--- src/rtl/fir_sample_loader_if.sv ---
// Bundled control, sample stream, memory write and FIR handoff signals of fir_sample_loader.
// master is the loader side; slave is the surrounding system (stream source, memory, FIR).
interface fir_sample_loader_if #(
  parameter int ADDR_W = 10,
  parameter int DATA_W = 8
) ();
  logic              cfg_go;
  logic [ADDR_W-1:0] cfg_input_addr;
  logic [ADDR_W-1:0] cfg_output_addr;
  logic [ADDR_W-1:0] cfg_sample_count;
  logic              s_valid;
  logic [DATA_W-1:0] s_data;
  logic              s_ready;
  logic [ADDR_W-1:0] mem_addr;
  logic [DATA_W-1:0] mem_data;
  logic              mem_we;
  logic              fir_start;
  logic [ADDR_W-1:0] fir_input_addr;
  logic [ADDR_W-1:0] fir_output_addr;
  logic [ADDR_W-1:0] fir_sample_count;
  logic              fir_done;
  logic              busy;
  logic              complete;
  logic              err;

  modport master (
    input  cfg_go, cfg_input_addr, cfg_output_addr, cfg_sample_count,
    input  s_valid, s_data, fir_done,
    output s_ready, mem_addr, mem_data, mem_we,
    output fir_start, fir_input_addr, fir_output_addr, fir_sample_count,
    output busy, complete, err
  );

  modport slave (
    output cfg_go, cfg_input_addr, cfg_output_addr, cfg_sample_count,
    output s_valid, s_data, fir_done,
    input  s_ready, mem_addr, mem_data, mem_we,
    input  fir_start, fir_input_addr, fir_output_addr, fir_sample_count,
    input  busy, complete, err
  );
endinterface

--- src/rtl/fir_sample_loader.sv ---
// Streams samples into the shared sample memory, then kicks the FIR and waits for its done edge.
// Optional FIR_LOADER_TIMEOUT_EN adds a WAIT_FIR watchdog of TIMEOUT_CYCLES that aborts with err.
module fir_sample_loader #(
  parameter int ADDR_W         = 10,
  parameter int DATA_W         = 8,
  parameter int TIMEOUT_CYCLES = 4096
) (
  input logic                 clk,
  input logic                 rst,
  fir_sample_loader_if.master bus
);
  typedef enum logic [2:0] {
    S_IDLE, S_LOAD, S_DRAIN, S_KICK, S_WAIT, S_FINISH
  } state_t;

  state_t            r_state;
  state_t            w_state_next;
  logic [ADDR_W-1:0] r_input_addr;
  logic [ADDR_W-1:0] r_output_addr;
  logic [ADDR_W-1:0] r_sample_count;
  logic [ADDR_W-1:0] r_count;
  logic [ADDR_W-1:0] r_mem_addr;
  logic [DATA_W-1:0] r_mem_data;
  logic              r_mem_we;
  logic              r_err;
  logic              r_done_q;
  logic [ADDR_W:0]   w_end_addr;
  logic              w_cfg_ok;
  logic              w_go;
  logic              w_beat;
  logic              w_last_beat;
  logic              w_done_rise;
  logic              w_timeout;
  logic              w_s_ready;
  logic              w_fir_start;
  logic              w_busy;
  logic              w_complete;

  // Extra bit so a job ending exactly at the top of memory is accepted but one past it is not.
  assign w_end_addr  = {1'b0, bus.cfg_input_addr} + {1'b0, bus.cfg_sample_count};
  assign w_cfg_ok    = (bus.cfg_sample_count != '0) && (w_end_addr <= {1'b1, {ADDR_W{1'b0}}});
  assign w_go        = (r_state == S_IDLE) && bus.cfg_go;
  assign w_beat      = (r_state == S_LOAD) && bus.s_valid;
  assign w_last_beat = w_beat && (r_count == r_sample_count - ADDR_W'(1));
  assign w_done_rise = bus.fir_done & ~r_done_q;

`ifdef FIR_LOADER_TIMEOUT_EN
  localparam int TIMER_W = $clog2(TIMEOUT_CYCLES + 1);
  logic [TIMER_W-1:0] r_timer;

  always_ff @(posedge clk) begin
    if (rst || (r_state != S_WAIT)) begin
      r_timer <= '0;
    end else begin
      r_timer <= r_timer + TIMER_W'(1);
    end
  end

  assign w_timeout = (r_state == S_WAIT) && !w_done_rise &&
                     (r_timer == TIMER_W'(TIMEOUT_CYCLES - 1));
`else
  logic w_unused_timeout;
  assign w_unused_timeout = (TIMEOUT_CYCLES != 0);
  assign w_timeout        = 1'b0;
`endif

  always_ff @(posedge clk) begin
    if (rst) begin
      r_state <= S_IDLE;
    end else begin
      r_state <= w_state_next;
    end
  end

  always_comb begin
    w_state_next = r_state;
    case (r_state)
      S_IDLE:   if (w_go && w_cfg_ok) w_state_next = S_LOAD;
      S_LOAD:   if (w_last_beat) w_state_next = S_DRAIN;
      S_DRAIN:  w_state_next = S_KICK;
      S_KICK:   w_state_next = S_WAIT;
      S_WAIT: begin
        if (w_done_rise) begin
          w_state_next = S_FINISH;
        end else if (w_timeout) begin
          w_state_next = S_IDLE;
        end
      end
      S_FINISH: w_state_next = S_IDLE;
      default:  w_state_next = S_IDLE;
    endcase
  end

  always_comb begin
    w_s_ready   = 1'b0;
    w_fir_start = 1'b0;
    w_complete  = 1'b0;
    w_busy      = (r_state != S_IDLE);
    case (r_state)
      S_LOAD:   w_s_ready   = 1'b1;
      S_KICK:   w_fir_start = 1'b1;
      S_FINISH: w_complete  = 1'b1;
      default:  ;
    endcase
  end

  // Config is latched on every accepted cfg_go, including rejected jobs.
  always_ff @(posedge clk) begin
    if (rst) begin
      r_input_addr   <= '0;
      r_output_addr  <= '0;
      r_sample_count <= '0;
      r_count        <= '0;
      r_mem_addr     <= '0;
      r_mem_data     <= '0;
      r_mem_we       <= 1'b0;
      r_err          <= 1'b0;
      r_done_q       <= 1'b0;
    end else begin
      r_done_q <= bus.fir_done;
      r_mem_we <= w_beat;
      r_err    <= w_timeout;
      if (w_beat) begin
        r_mem_addr <= r_input_addr + r_count;
        r_mem_data <= bus.s_data;
        r_count    <= r_count + ADDR_W'(1);
      end
      if (w_go) begin
        r_input_addr   <= bus.cfg_input_addr;
        r_output_addr  <= bus.cfg_output_addr;
        r_sample_count <= bus.cfg_sample_count;
        r_count        <= '0;
        r_err          <= !w_cfg_ok;
      end
    end
  end

  assign bus.s_ready          = w_s_ready;
  assign bus.mem_addr         = r_mem_addr;
  assign bus.mem_data         = r_mem_data;
  assign bus.mem_we           = r_mem_we;
  assign bus.fir_start        = w_fir_start;
  assign bus.fir_input_addr   = r_input_addr;
  assign bus.fir_output_addr  = r_output_addr;
  assign bus.fir_sample_count = r_sample_count;
  assign bus.busy             = w_busy;
  assign bus.complete         = w_complete;
  assign bus.err              = r_err;
endmodule

--- src/flat_wrapper.sv ---
// flat-port wrapper written by rule: the top's interface ports become plain ports
module fir_sample_loader_flat 
#(
  parameter int ADDR_W         = 10,
  parameter int DATA_W         = 8,
  parameter int TIMEOUT_CYCLES = 4096
)
  (clk, rst, bus_cfg_go, bus_cfg_input_addr, bus_cfg_output_addr, bus_cfg_sample_count, bus_s_valid, bus_s_data, bus_fir_done, bus_s_ready, bus_mem_addr, bus_mem_data, bus_mem_we, bus_fir_start, bus_fir_input_addr, bus_fir_output_addr, bus_fir_sample_count, bus_busy, bus_complete, bus_err);
  fir_sample_loader_if #(.ADDR_W(ADDR_W), .DATA_W(DATA_W)) bus_i ();
  input logic clk;
  input logic rst;
  input wire logic [$bits(bus_i.cfg_go)-1:0] bus_cfg_go;
  input wire logic [$bits(bus_i.cfg_input_addr)-1:0] bus_cfg_input_addr;
  input wire logic [$bits(bus_i.cfg_output_addr)-1:0] bus_cfg_output_addr;
  input wire logic [$bits(bus_i.cfg_sample_count)-1:0] bus_cfg_sample_count;
  input wire logic [$bits(bus_i.s_valid)-1:0] bus_s_valid;
  input wire logic [$bits(bus_i.s_data)-1:0] bus_s_data;
  input wire logic [$bits(bus_i.fir_done)-1:0] bus_fir_done;
  output wire logic [$bits(bus_i.s_ready)-1:0] bus_s_ready;
  output wire logic [$bits(bus_i.mem_addr)-1:0] bus_mem_addr;
  output wire logic [$bits(bus_i.mem_data)-1:0] bus_mem_data;
  output wire logic [$bits(bus_i.mem_we)-1:0] bus_mem_we;
  output wire logic [$bits(bus_i.fir_start)-1:0] bus_fir_start;
  output wire logic [$bits(bus_i.fir_input_addr)-1:0] bus_fir_input_addr;
  output wire logic [$bits(bus_i.fir_output_addr)-1:0] bus_fir_output_addr;
  output wire logic [$bits(bus_i.fir_sample_count)-1:0] bus_fir_sample_count;
  output wire logic [$bits(bus_i.busy)-1:0] bus_busy;
  output wire logic [$bits(bus_i.complete)-1:0] bus_complete;
  output wire logic [$bits(bus_i.err)-1:0] bus_err;
  assign bus_i.cfg_go = bus_cfg_go;
  assign bus_i.cfg_input_addr = bus_cfg_input_addr;
  assign bus_i.cfg_output_addr = bus_cfg_output_addr;
  assign bus_i.cfg_sample_count = bus_cfg_sample_count;
  assign bus_i.s_valid = bus_s_valid;
  assign bus_i.s_data = bus_s_data;
  assign bus_i.fir_done = bus_fir_done;
  assign bus_s_ready = bus_i.s_ready;
  assign bus_mem_addr = bus_i.mem_addr;
  assign bus_mem_data = bus_i.mem_data;
  assign bus_mem_we = bus_i.mem_we;
  assign bus_fir_start = bus_i.fir_start;
  assign bus_fir_input_addr = bus_i.fir_input_addr;
  assign bus_fir_output_addr = bus_i.fir_output_addr;
  assign bus_fir_sample_count = bus_i.fir_sample_count;
  assign bus_busy = bus_i.busy;
  assign bus_complete = bus_i.complete;
  assign bus_err = bus_i.err;
  fir_sample_loader #(.ADDR_W(ADDR_W), .DATA_W(DATA_W), .TIMEOUT_CYCLES(TIMEOUT_CYCLES)) u_core (.clk(clk), .rst(rst), .bus(bus_i));
endmodule
--- config.mk ---
export PLATFORM = sky130hd
export DESIGN_NAME = fir_sample_loader_flat
export DESIGN_NICKNAME = d
export VERILOG_FILES = /design/src/rtl/fir_sample_loader_if.sv /design/src/rtl/fir_sample_loader.sv /design/src/flat_wrapper.sv
export SDC_FILE = /design/constraint.sdc
export NUM_CORES = 1
export LEC_CHECK = 0
export ABC_AREA = 1
export CAP_MARGIN = 20
export CELL_PAD_IN_SITES_DETAIL_PLACEMENT = 1
export CELL_PAD_IN_SITES_GLOBAL_PLACEMENT = 2
export CORE_MARGIN = 2
export CORE_UTILIZATION = 26
export DETAILED_ROUTE_END_ITERATION = 10
export GPL_TIMING_DRIVEN = 0
export PLACE_DENSITY_LB_ADDON = 0.1
export SETUP_SLACK_MARGIN = 0.02
export SLEW_MARGIN = 10
export SYNTH_ARGS = -nofsm -noshare
export SYNTH_HDL_FRONTEND = slang
export SYNTH_SLANG_ARGS = --single-unit
--- constraint.sdc ---
create_clock -name clk -period 2.2 [get_ports clk]
set_input_delay 0.22 -clock clk [delete_from_list [all_inputs] [get_ports clk]]
set_output_delay 0.22 -clock clk [all_outputs]
set_load 0.005 [all_outputs]
==> results.sh, run 1 <==
export IMPL_worstPathRequired_ps=2420
export IMPL_crit_fanout=3
export IMPL_final_hold_violation_count=0
export IMPL_swShare=0.353
export IMPL_path_clk_slew_ps=50
export IMPL_ff2ff_path_depth=13
export IMPL_drive_gt1_frac=0.0994
export IMPL_cts_sinks=64
export IMPL_antenna_found_initial=0
export IMPL_dp_slack_ps=-583
export IMPL_status="finished clean"
export IMPL_grt_pass1_wl_um=19400
export IMPL_drv_cap=0
export IMPL_power_density_nw_per_um2=871
export IMPL_rows=43
export IMPL_seq_power_share=0.338
export IMPL_dp_hpwl_um=9740
export IMPL_ir_drop_mv=0.446
export IMPL_tightest_slew_ps=642
export IMPL_rr_endpoint="u_core.bus.mem_addr[8]$_SDFFE_PP0P_"
export IMPL_die_w_um=122
export IMPL_first_global_vias=3765
export IMPL_track_usage=0.170
export IMPL_syn_nets=601
export IMPL_relSlewSlack=0.572
export IMPL_cts_root_buffer="clkbuf_16"
export IMPL_setup_viol=0
export IMPL_core_area_sq_um=13800
export IMPL_ys_warn_count=0
export IMPL_cp_end_kind="flop"
export IMPL_totalWireLength_um=12200
export IMPL_final_nets=716
export IMPL_clk_path_buf_depth=2
export IMPL_final_cells=834
export IMPL_routed_via_density=4.52
export IMPL_place_area_sq_um=4820
export IMPL_r2r_setup_slack_ps=210
export IMPL_cts_buffers=9
export IMPL_ys_ff_latch=64
export IMPL_synth_distinct_cells=31
export IMPL_syn_area_per_cell_sq_um=6.79
export IMPL_syn_cell_area_sq_um=3630
export IMPL_overflow=0
export IMPL_period_share=0.932
export IMPL_cp_data_arrival_time_ps=2270
export IMPL_fin_skew_ps=4.60
export IMPL_intPower_w=0.00299
export IMPL_critical_path_class="primary input to flop"
export IMPL_r2r_start="u_core.r_count[0]$_SDFFE_PP0P_"
export IMPL_die_y_um=122
export IMPL_synth_seq_area_share=0.353
export IMPL_portBuffers=96
export IMPL_dr_first_iter_drc_count=106
export IMPL_cp_start_kind="primary input"
export IMPL_dpl_cell_count=811
export IMPL_cts_tree="built"
export IMPL_period_minus_slack_ps=2050
export IMPL_power_share_clock=0.271
export IMPL_ant_nets=0
export IMPL_vias=3767
export IMPL_insertion_delay_ps=330
export IMPL_hold_path_cell_count=3
export IMPL_synthToLayoutAreaGrowth_pct=46.3
export IMPL_maxSlewViolCount=0
export IMPL_gp_congestion=0.798
export IMPL_hold_buffers=0
export IMPL_p_leak_nw=2.42
export IMPL_drcViolationCount=0
export IMPL_n_antenna_cell=0
export IMPL_postLayoutSetupSlackWorst_ps=149
export IMPL_num_io_pins=97
export IMPL_post_drt_wl_per_cell_um=14.7
export IMPL_max_freq_ghz=0.488
export IMPL_fin_area_sq_um=5310
export IMPL_die_area_sq_um=14900
export IMPL_synthCells=535
export IMPL_first_pass_iters=4
export IMPL_min_path_type="primary input to flop"
export IMPL_combPwrFrac=0.391
export IMPL_grt_max_degree=11
export IMPL_min_to="u_core.bus.fir_sample_count[4]$_SDFFE_PP0P_"
export IMPL_start_util=0.264
export IMPL_ctsHtreeMaxLevel=3
export IMPL_p_sw_w=0.00163
export IMPL_min_from="bus_cfg_sample_count[4]"
## sequential cells by signal, indices dropped and copies added, names as in the netlist
signal,cells
u_core.r_done_q,1
u_core.r_state,3
u_core.r_count,10
u_core.bus.fir_output_addr,10
u_core.bus.mem_we,1
u_core.bus.fir_sample_count,10
u_core.bus.fir_input_addr,10
u_core.bus.mem_addr,10
u_core.bus.err,1
u_core.bus.mem_data,8
## per-layer routing
metal | share of wire | GRT usage
met1 | 0.49 | 0.219
met2 | 0.45 | 0.286
met3 | 0.049 | 0.0417
met4 | 0.0090 | 0.0409
met5 | 0 | 0
## cell families (layout without fill, tap and decap cells)
group,Yosys count,in the layout,share of synthesized area
adder cells (fa/ha/maj),23,23,0.0834
flip-flops,64,64,0.353
buffers and inverters,106,225,0.111
XOR/XNOR,18,18,0.0434
AO/OA/AOI/OAI,89,89,0.129
AND/OR/NAND/NOR,235,235,0.280
## worst max-delay path, stage by stage
cell and delay (ps):
dlygate4sd2_1 260, ha_2 200, fa_2 380, nand2_2 110
nand2_2 90, nand3_1 140, nand3b_1 90, nand2_1 80
nand3_1 140, o21bai_4 220, nand3_2 90, nand2_2 80
nand3_1 70, nand2_1 70, nor2_1 40
## how the worst max path moves through the flow
stage                                                     end  slack (ps)                           start  cells past startpoint
after floorplan           u_core.bus.mem_addr[8]$_SDFFE_PP0P_         280  u_core.r_count[0]$_SDFFE_PP0P_                     13
after global placement         u_core.r_state[0]$_SDFFE_PP0P_        -570         bus_cfg_sample_count[0]                     17
after detailed placement       u_core.r_state[0]$_SDFFE_PP0P_        -580         bus_cfg_sample_count[0]                     15
after CTS                      u_core.r_state[0]$_SDFFE_PP0P_          30         bus_cfg_sample_count[6]                     16
after global routing           u_core.r_state[0]$_SDFFE_PP0P_          -8           bus_cfg_input_addr[0]                     17
final                          u_core.r_state[0]$_SDFFE_PP0P_         150         bus_cfg_sample_count[0]                     15
## cell usage after synthesis (all sizes together)
cell    count  area share
nor4        2      0.0034
nand3      29       0.040
o21bai      2      0.0052
buf         3      0.0041
or2         4      0.0069
inv        91       0.094
clkinv      2      0.0024
xor2       10       0.024
xnor2       8       0.019
fa          2       0.011
o21a        1      0.0021
nor3b       1      0.0021
nor3       12       0.027
clkbuf     10       0.010
nand4       5      0.0086
o21ai      51       0.070
nor2       67       0.071
nand3b      1      0.0021
nand2     114        0.12
o211ai      1      0.0021
a21oi      26       0.036
dfxtp      64        0.35
ha         21       0.072
o22ai       8       0.014
## through the flow
step                      hold WS (ps)  TNS, ps  total power (W)   util
after floorplan                    345        0          0.00249      -
after global placement             438    -1380          0.00330  0.350
after detailed placement           452    -1430          0.00334  0.350
after CTS                          369        0          0.00465  0.374
after global routing               272    -8.21          0.00501  0.386
final                              266        0          0.00463  0.386
## layout by cell type, fill, tap and decap left out, types with 2 or more instances in the layout
cell type | synthesis | final
nand2_1 | 112 | 108
inv_1 | 91 | 90
clkdlybuf4s50_1 | 0 | 79
nor2_1 | 64 | 62
dfxtp_1 | 64 | 60
o21ai_0 | 46 | 46
nand3_1 | 29 | 27
a21oi_1 | 26 | 25
clkbuf_1 | 10 | 11
ha_1 | 21 | 11
xor2_1 | 10 | 10
clkbuf_16 | 0 | 9
dlygate4sd2_1 | 0 | 9
o22ai_1 | 8 | 8
xnor2_1 | 8 | 8
ha_4 | 0 | 8
dlymetal6s2s_1 | 0 | 8
buf_4 | 0 | 8
nor3_1 | 6 | 6
clkinv_2 | 1 | 6
nand2_2 | 2 | 5
nand4_1 | 5 | 5
o21ai_1 | 5 | 4
nor3_2 | 5 | 4
or2_1 | 4 | 4
nor2_2 | 3 | 4
dfxtp_2 | 0 | 4
buf_2 | 3 | 3
nor3_4 | 1 | 2
nand3_2 | 0 | 2
nor4_1 | 2 | 2
fa_2 | 0 | 2
ha_2 | 0 | 2
## layout make-up
class,count,area (sq um)
fillers,1766,8460
multi-input cells,365,2110
flip-flops and latches,64,1290
repair buffers,104,1030
inverters,93,350
clock buffers,10,229
well taps,180,225
plain buffers,13,52.6
clock inverters,5,25.0
## timing repair
| item | in CTS | in global routing |
|---|---|---|
| hold endpoints to repair | 0 | 0 |
| endpoints found under the setup margin | 3 | 5 |
| pin swaps | 2 | 12 |
| gates resized for setup | 20 | 30 |
| setup buffers | 1 | 7 |
## power groups by stage
stage	logic, W	clock network (W)	registers (W)
4_1_cts	0.00179	0.00130	0.00156
3_5_place_dp	0.00176	0	0.00159
2_1_floorplan	0.000922	0	0.00157
6_report	0.00181	0.00126	0.00156
5_1_grt	0.00207	0.00134	0.00160
3_3_place_gp	0.00172	0	0.00158
Power figures use the tool's default switching activity.
==> inputs of run 2 (changes only) <==
--- a/config.mk
+++ b/config.mk
@@ -14,6 +14,7 @@
 export DETAILED_ROUTE_END_ITERATION = 10
 export GPL_TIMING_DRIVEN = 0
 export PLACE_DENSITY_LB_ADDON = 0.1
+export RECOVER_POWER = 50
 export SETUP_SLACK_MARGIN = 0.02
 export SLEW_MARGIN = 10
 export SYNTH_ARGS = -nofsm -noshare
==> results.sh, run 2 (synthesized netlist as in run 1, its figures left out) <==
export IMPL_status="finished clean"
export IMPL_drv_cap=0
export IMPL_die_y_um=122
export IMPL_totalWireLength_um=12200
export IMPL_r2r_setup_slack_ps=200
export IMPL_insertion_delay_ps=330
export IMPL_fin_area_sq_um=5310
export IMPL_final_nets=716
export IMPL_ir_drop_mv=0.435
export IMPL_rows=43
export IMPL_relSlewSlack=0.572
export IMPL_ff2ff_path_depth=13
export IMPL_core_area_sq_um=13800
export IMPL_power_density_nw_per_um2=856
export IMPL_postLayoutSetupSlackWorst_ps=157
export IMPL_overflow=0
export IMPL_drcViolationCount=0
export IMPL_final_hold_violation_count=0
export IMPL_cts_root_buffer="clkbuf_16"
export IMPL_cp_end_kind="flop"
export IMPL_antenna_found_initial=0
export IMPL_grt_max_degree=11
export IMPL_n_antenna_cell=0
export IMPL_setup_viol=0
export IMPL_place_area_sq_um=4820
export IMPL_cts_sinks=64
export IMPL_ant_nets=0
export IMPL_utilization=0.386
export IMPL_p_leak_nw=2.57
export IMPL_cp_data_arrival_time_ps=2270
export IMPL_fin_skew_ps=4.47
export IMPL_vias=3762
export IMPL_mostFrequentLayoutCells="nand2_1 (108), inv_1 (90), nor2_1 (62)"
export IMPL_num_io_pins=97
export IMPL_start_util=0.264
export IMPL_layout_commonest_cell="nand2_1"
export IMPL_cp_start_kind="primary input"
export IMPL_routed_via_density=4.51
export IMPL_synthToLayoutAreaGrowth_pct=46.3
export IMPL_min_to="u_core.bus.fir_sample_count[4]$_SDFFE_PP0P_"
export IMPL_post_drt_wl_per_cell_um=14.6
export IMPL_tightest_slew_ps=641
export IMPL_crit_fanout=3
export IMPL_period_share=0.929
export IMPL_first_pass_iters=4
export IMPL_ctsHtreeMaxLevel=3
export IMPL_die_w_um=122
export IMPL_first_global_vias=3765
export IMPL_dp_hpwl_um=9740
export IMPL_gp_congestion=0.798
export IMPL_period_minus_slack_ps=2040
export IMPL_hold_path_cell_count=3
export IMPL_clk_path_buf_depth=2
export IMPL_dp_slack_ps=-583
export IMPL_min_from="bus_cfg_sample_count[4]"
export IMPL_portBuffers=96
export IMPL_max_freq_ghz=0.489
export IMPL_drive_gt1_frac=0.0994
export IMPL_cts_tree="built"
export IMPL_dr_first_iter_drc_count=96
export IMPL_die_area_sq_um=14900
export IMPL_worstPathRequired_ps=2420
export IMPL_hold_buffers=0
export IMPL_total_power_w=0.00455
export IMPL_finalSetupTns_ps=0
export IMPL_track_usage=0.170
export IMPL_path_clk_slew_ps=50
export IMPL_cts_buffers=9
export IMPL_grt_pass1_wl_um=19400
export IMPL_maxSlewViolCount=0
export IMPL_critical_path_class="primary input to flop"
export IMPL_r2r_start="u_core.r_count[0]$_SDFFE_PP0P_"
export IMPL_min_path_type="primary input to flop"
export IMPL_rr_endpoint="u_core.bus.mem_addr[8]$_SDFFE_PP0P_"
export IMPL_nFillCells=1766
==> run 2: cell count changes in the layout (fill, tap and decap cells not counted), sizes merged <==
cell / previous run / this run
clkdlybuf4s50: 79 / 27
dlygate4sd3: 0 / 52
==> run 2: final cells by class <==
cell class,instances,area (sq um),area share
Clock inverter,5,25.0,0.00471
Multi-Input combinational cell,365,2110,0.398
Timing Repair Buffer,104,1030,0.194
Inverter,93,350,0.0660
Sequential cell,64,1290,0.242
Tap cell,180,225,0.0424
Clock buffer,10,229,0.0431
Buffer,13,52.6,0.00989
==> run 2: worst max path at each step <==
| stage | from | end | slack [ps] | cells past startpoint |
|---|---|---|---|---|
| 3_3_place_gp | bus_cfg_sample_count[0] | u_core.r_state[0]$_SDFFE_PP0P_ | -570 | 17 |
| 4_1_cts | bus_cfg_sample_count[6] | u_core.r_state[0]$_SDFFE_PP0P_ | 30 | 16 |
| 2_1_floorplan | u_core.r_count[0]$_SDFFE_PP0P_ | u_core.bus.mem_addr[8]$_SDFFE_PP0P_ | 280 | 13 |
| 3_5_place_dp | bus_cfg_sample_count[0] | u_core.r_state[0]$_SDFFE_PP0P_ | -580 | 15 |
| 6_report | bus_cfg_sample_count[0] | u_core.r_state[0]$_SDFFE_PP0P_ | 160 | 15 |
| 5_1_grt | bus_cfg_input_addr[0] | u_core.r_state[0]$_SDFFE_PP0P_ | -8 | 17 |
==> run 2: worst max-delay path, cell delays in order <==
cell and delay [ps]:
dlygate4sd2_1 260, ha_2 200, fa_2 380, nand2_2 110
nand2_2 90, nand3_1 130, nand3b_1 90, nand2_1 80
nand3_1 140, o21bai_4 220, nand3_2 90, nand2_2 80
nand3_1 70, nand2_1 70, nor2_1 40
==> run 2: where the power goes <==
part	leakage, nW	internal [W]	switching [W]
Sequential	0.525	0.00138	0.000168
Clock	0.132	0.000745	0.000510
Combinational	1.91	0.000792	0.000945
==> run 2: timing repair <==
| action | 4_1_cts | 5_1_grt |
|---|---|---|
| gates resized for setup | 20 | 30 |
| setup buffers | 1 | 7 |
| cloned | 0 | 0 |
| pin swaps | 2 | 12 |
| endpoints found under the setup margin | 3 | 5 |
==> run 2: layer usage <==
metal / up-vias / part of all wire / GRT usage
li1: 1929 / - / -
met1: 1752 / 0.49 / 0.219
met2: 74 / 0.45 / 0.286
met3: 7 / 0.049 / 0.0417
met4: 0 / 0.0090 / 0.0409
met5: - / 0 / 0
==> run 2: through the flow <==
| stage | instances | hold WS (ps) |
|---|---|---|
| 2_1_floorplan | 535 | 345 |
| 3_3_place_gp | 811 | 438 |
| 3_5_place_dp | 811 | 452 |
| 4_1_cts | 827 | 369 |
| 5_1_grt | 834 | 272 |
| 6_report | 834 | 263 |
==> inputs of run 3 (changes only) <==
--- a/config.mk
+++ b/config.mk
@@ -5,12 +5,12 @@
 export SDC_FILE = /design/constraint.sdc
 export NUM_CORES = 1
 export LEC_CHECK = 0
-export ABC_AREA = 1
+export ABC_AREA = 0
 export CAP_MARGIN = 20
 export CELL_PAD_IN_SITES_DETAIL_PLACEMENT = 1
 export CELL_PAD_IN_SITES_GLOBAL_PLACEMENT = 2
 export CORE_MARGIN = 2
-export CORE_UTILIZATION = 26
+export CORE_UTILIZATION = 28
 export DETAILED_ROUTE_END_ITERATION = 10
 export GPL_TIMING_DRIVEN = 0
 export PLACE_DENSITY_LB_ADDON = 0.1
==> results.sh, run 3 <==
export IMPL_drive_gt1_frac=0.136
export IMPL_relSlewSlack=0.571
export IMPL_cp_start_kind="primary input"
export IMPL_worstPathRequired_ps=2400
export IMPL_ys_warn_count=0
export IMPL_cts_sinks=64
export IMPL_n_antenna_cell=0
export IMPL_synth_most_common_cell="dfxtp_1"
export IMPL_synth_ff_type="dfxtp_1"
export IMPL_setup_viol=0
export IMPL_ir_drop_mv=0.363
export IMPL_crit_fanout=7
export IMPL_totalWireLength_um=11000
export IMPL_cp_data_arrival_time_ps=2290
export IMPL_place_area_sq_um=4500
export IMPL_portBuffers=96
export IMPL_drv_cap=0
export IMPL_first_global_vias=3318
export IMPL_gp_congestion=0.826
export IMPL_die_w_um=113
export IMPL_synth_mux_area_frac=0.00336
export IMPL_synth_xor_area_share=0.0679
export IMPL_ys_ff_latch=64
export IMPL_min_path_type="primary input to flop"
export IMPL_post_drt_wl_per_cell_um=17.1
export IMPL_insertion_delay_ps=340
export IMPL_drcViolationCount=0
export IMPL_syn_cell_area_sq_um=3350
export IMPL_synth_distinct_cells=55
export IMPL_start_util=0.290
export IMPL_cp_end_kind="flop"
export IMPL_cts_tree="built"
export IMPL_async_flop_share=0
export IMPL_synth_top_area_frac=0.382
export IMPL_fin_area_sq_um=5060
export IMPL_status="finished clean"
export IMPL_ant_nets=0
export IMPL_ctsHtreeMaxLevel=3
export IMPL_period_share=0.950
export IMPL_fin_skew_ps=8.76
export IMPL_synth_top_family_by_area="compound AO/OA/AOI/OAI gates"
export IMPL_grt_max_degree=12
export IMPL_yosys_area_share_simple=0.206
export IMPL_path_clk_slew_ps=60
export IMPL_grt_pass1_wl_um=17400
export IMPL_layout_commonest_cell="dfxtp_1"
export IMPL_critical_path_class="primary input to flop"
export IMPL_cts_root_buffer="clkbuf_16"
export IMPL_mostFrequentLayoutCells="dfxtp_1 (58), dlygate4sd3_1 (50), nand2_1 (45)"
export IMPL_clk_path_buf_depth=2
export IMPL_final_hold_violation_count=0
export IMPL_cts_buffers=9
export IMPL_synthAdderAreaFrac=0.0903
export IMPL_rows=39
export IMPL_dpl_cell_count=619
export IMPL_track_usage=0.174
export IMPL_antenna_found_initial=0
export IMPL_syn_area_per_cell_sq_um=8.82
export IMPL_dp_hpwl_um=8340
export IMPL_netlist_top_cells_area="dfxtp_1 (38%), ha_1 (7.8%), a22o_1 (6.8%)"
export IMPL_core_area_sq_um=11600
export IMPL_finalSetupTns_ps=0
export IMPL_final_nets=560
export IMPL_dr_first_iter_drc_count=78
export IMPL_p_leak_nw=2.08
export IMPL_die_area_sq_um=12900
export IMPL_synth_compound_area_frac=0.217
export IMPL_utilization=0.438
export IMPL_synthToLayoutAreaGrowth_pct=51.0
export IMPL_yosysTopAreaCell="dfxtp_1"
export IMPL_hold_buffers=0
export IMPL_syn_nets=446
export IMPL_num_io_pins=97
export IMPL_die_y_um=113
export IMPL_synthCells=380
export IMPL_first_pass_iters=4
export IMPL_max_freq_ghz=0.478
export IMPL_total_power_w=0.00368
export IMPL_rsz0062_at_grt="true"
export IMPL_synth_seq_area_share=0.382
export IMPL_vias=3267
export IMPL_power_density_nw_per_um2=727
export IMPL_overflow=0
export IMPL_period_minus_slack_ps=2090
export IMPL_synth_edff_count=0
export IMPL_tightest_slew_ps=643
export IMPL_maxSlewViolCount=0
export IMPL_ys_top_cells_by_count="dfxtp_1 (64), nand2_1 (45), a21oi_1 (30)"
export IMPL_routed_via_density=5.09
export IMPL_final_cells=642
-- run 3: cell types whose count changed in the layout (fill, tap and decap cells not counted), moves of 5 or more --
cell	previous run	this run
inv_1	90	13
nand2_1	108	45
nor2_1	62	29
o21ai_0	46	14
a22o_1	0	26
nand3_1	27	10
clkdlybuf4s50_1	27	35
xnor2_1	8	16
or3_1	0	6
dlymetal6s2s_1	8	3
nand2_2	5	0
-- run 3: kinds of logic after synthesis --
kind of cell               after synthesis
muxes                                    1
DFF                                     64
xor gates and xnor gates                26
buffers and inverters                   27
adders and majority gates               23
AOI/OAI and AO/OA                      105
and+or+nand+nor                        134
-- run 3: cell type report --
cell class	instances	area, sq um
plain buffers	14	61.3
clock buffers	11	243
clock inverters	5	56.3
fillers	1345	6500
inverters	13	48.8
multi-input cells	289	2170
flip-flops and latches	64	1300
well taps	143	179
repair buffers	103	1010
-- run 3: repair_timing --
item / 4_1_cts / 5_1_grt
pin swaps: 12 / 8
setup endpoints to repair: 7 / 6
gates resized for setup: 44 / 24
buffers inserted: 4 / 3
-- run 3: power breakdown --
| group | internal [W] | switching (W) | total (W) |
|---|---|---|---|
| registers | 0.00125 | 0.0000868 | 0.00134 |
| logic | 0.000457 | 0.000443 | 0.000900 |
| clock network | 0.000905 | 0.000536 | 0.00144 |
-- run 3: stage by stage --
stage               setup slack, ps  hold slack, ps
floorplan                      46.7             329
global placement               -920             441
detailed placement             -951             447
CTS                            23.4             147
global route                   1.74             183
finish                          110             180
-- run 3: worst max-delay path: stages --
cell             delay, ps
clkdlybuf4s50_1        480
ha_4                   350
inv_1                   80
a2111oi_4              340
o2111ai_2              170
nor4_2                 210
a41o_1                 270
buf_4                  120
nor3_1                  30
-- run 3: routing by layer --
metal,global-route usage,up-vias,routed length [um]
li1,-,1609,-
met1,0.222,1574,5090
met2,0.289,70,5270
met3,0.0335,14,385
met4,0.0764,0,224
met5,0,-,0
-- run 3: final timing paths --
| kind | to | cells after the start | from | slack [ps] |
|---|---|---|---|---|
| worst min-delay path | u_core.bus.fir_sample_count[0]$_SDFFE_PP0P_ | 3 | bus_cfg_sample_count[0] | 180 |
| worst max-delay path | u_core.bus.err$_SDFF_PP0_ | 9 | bus_cfg_input_addr[6] | 110 |
| worst min register to register | u_core.bus.mem_addr[2]$_SDFFE_PP0P_ | 2 | u_core.bus.mem_addr[2]$_SDFFE_PP0P_ | 450 |
| worst max register to register | u_core.bus.mem_addr[8]$_SDFFE_PP0P_ | 10 | u_core.bus.fir_input_addr[0]$_SDFFE_PP0P_ | 130 |
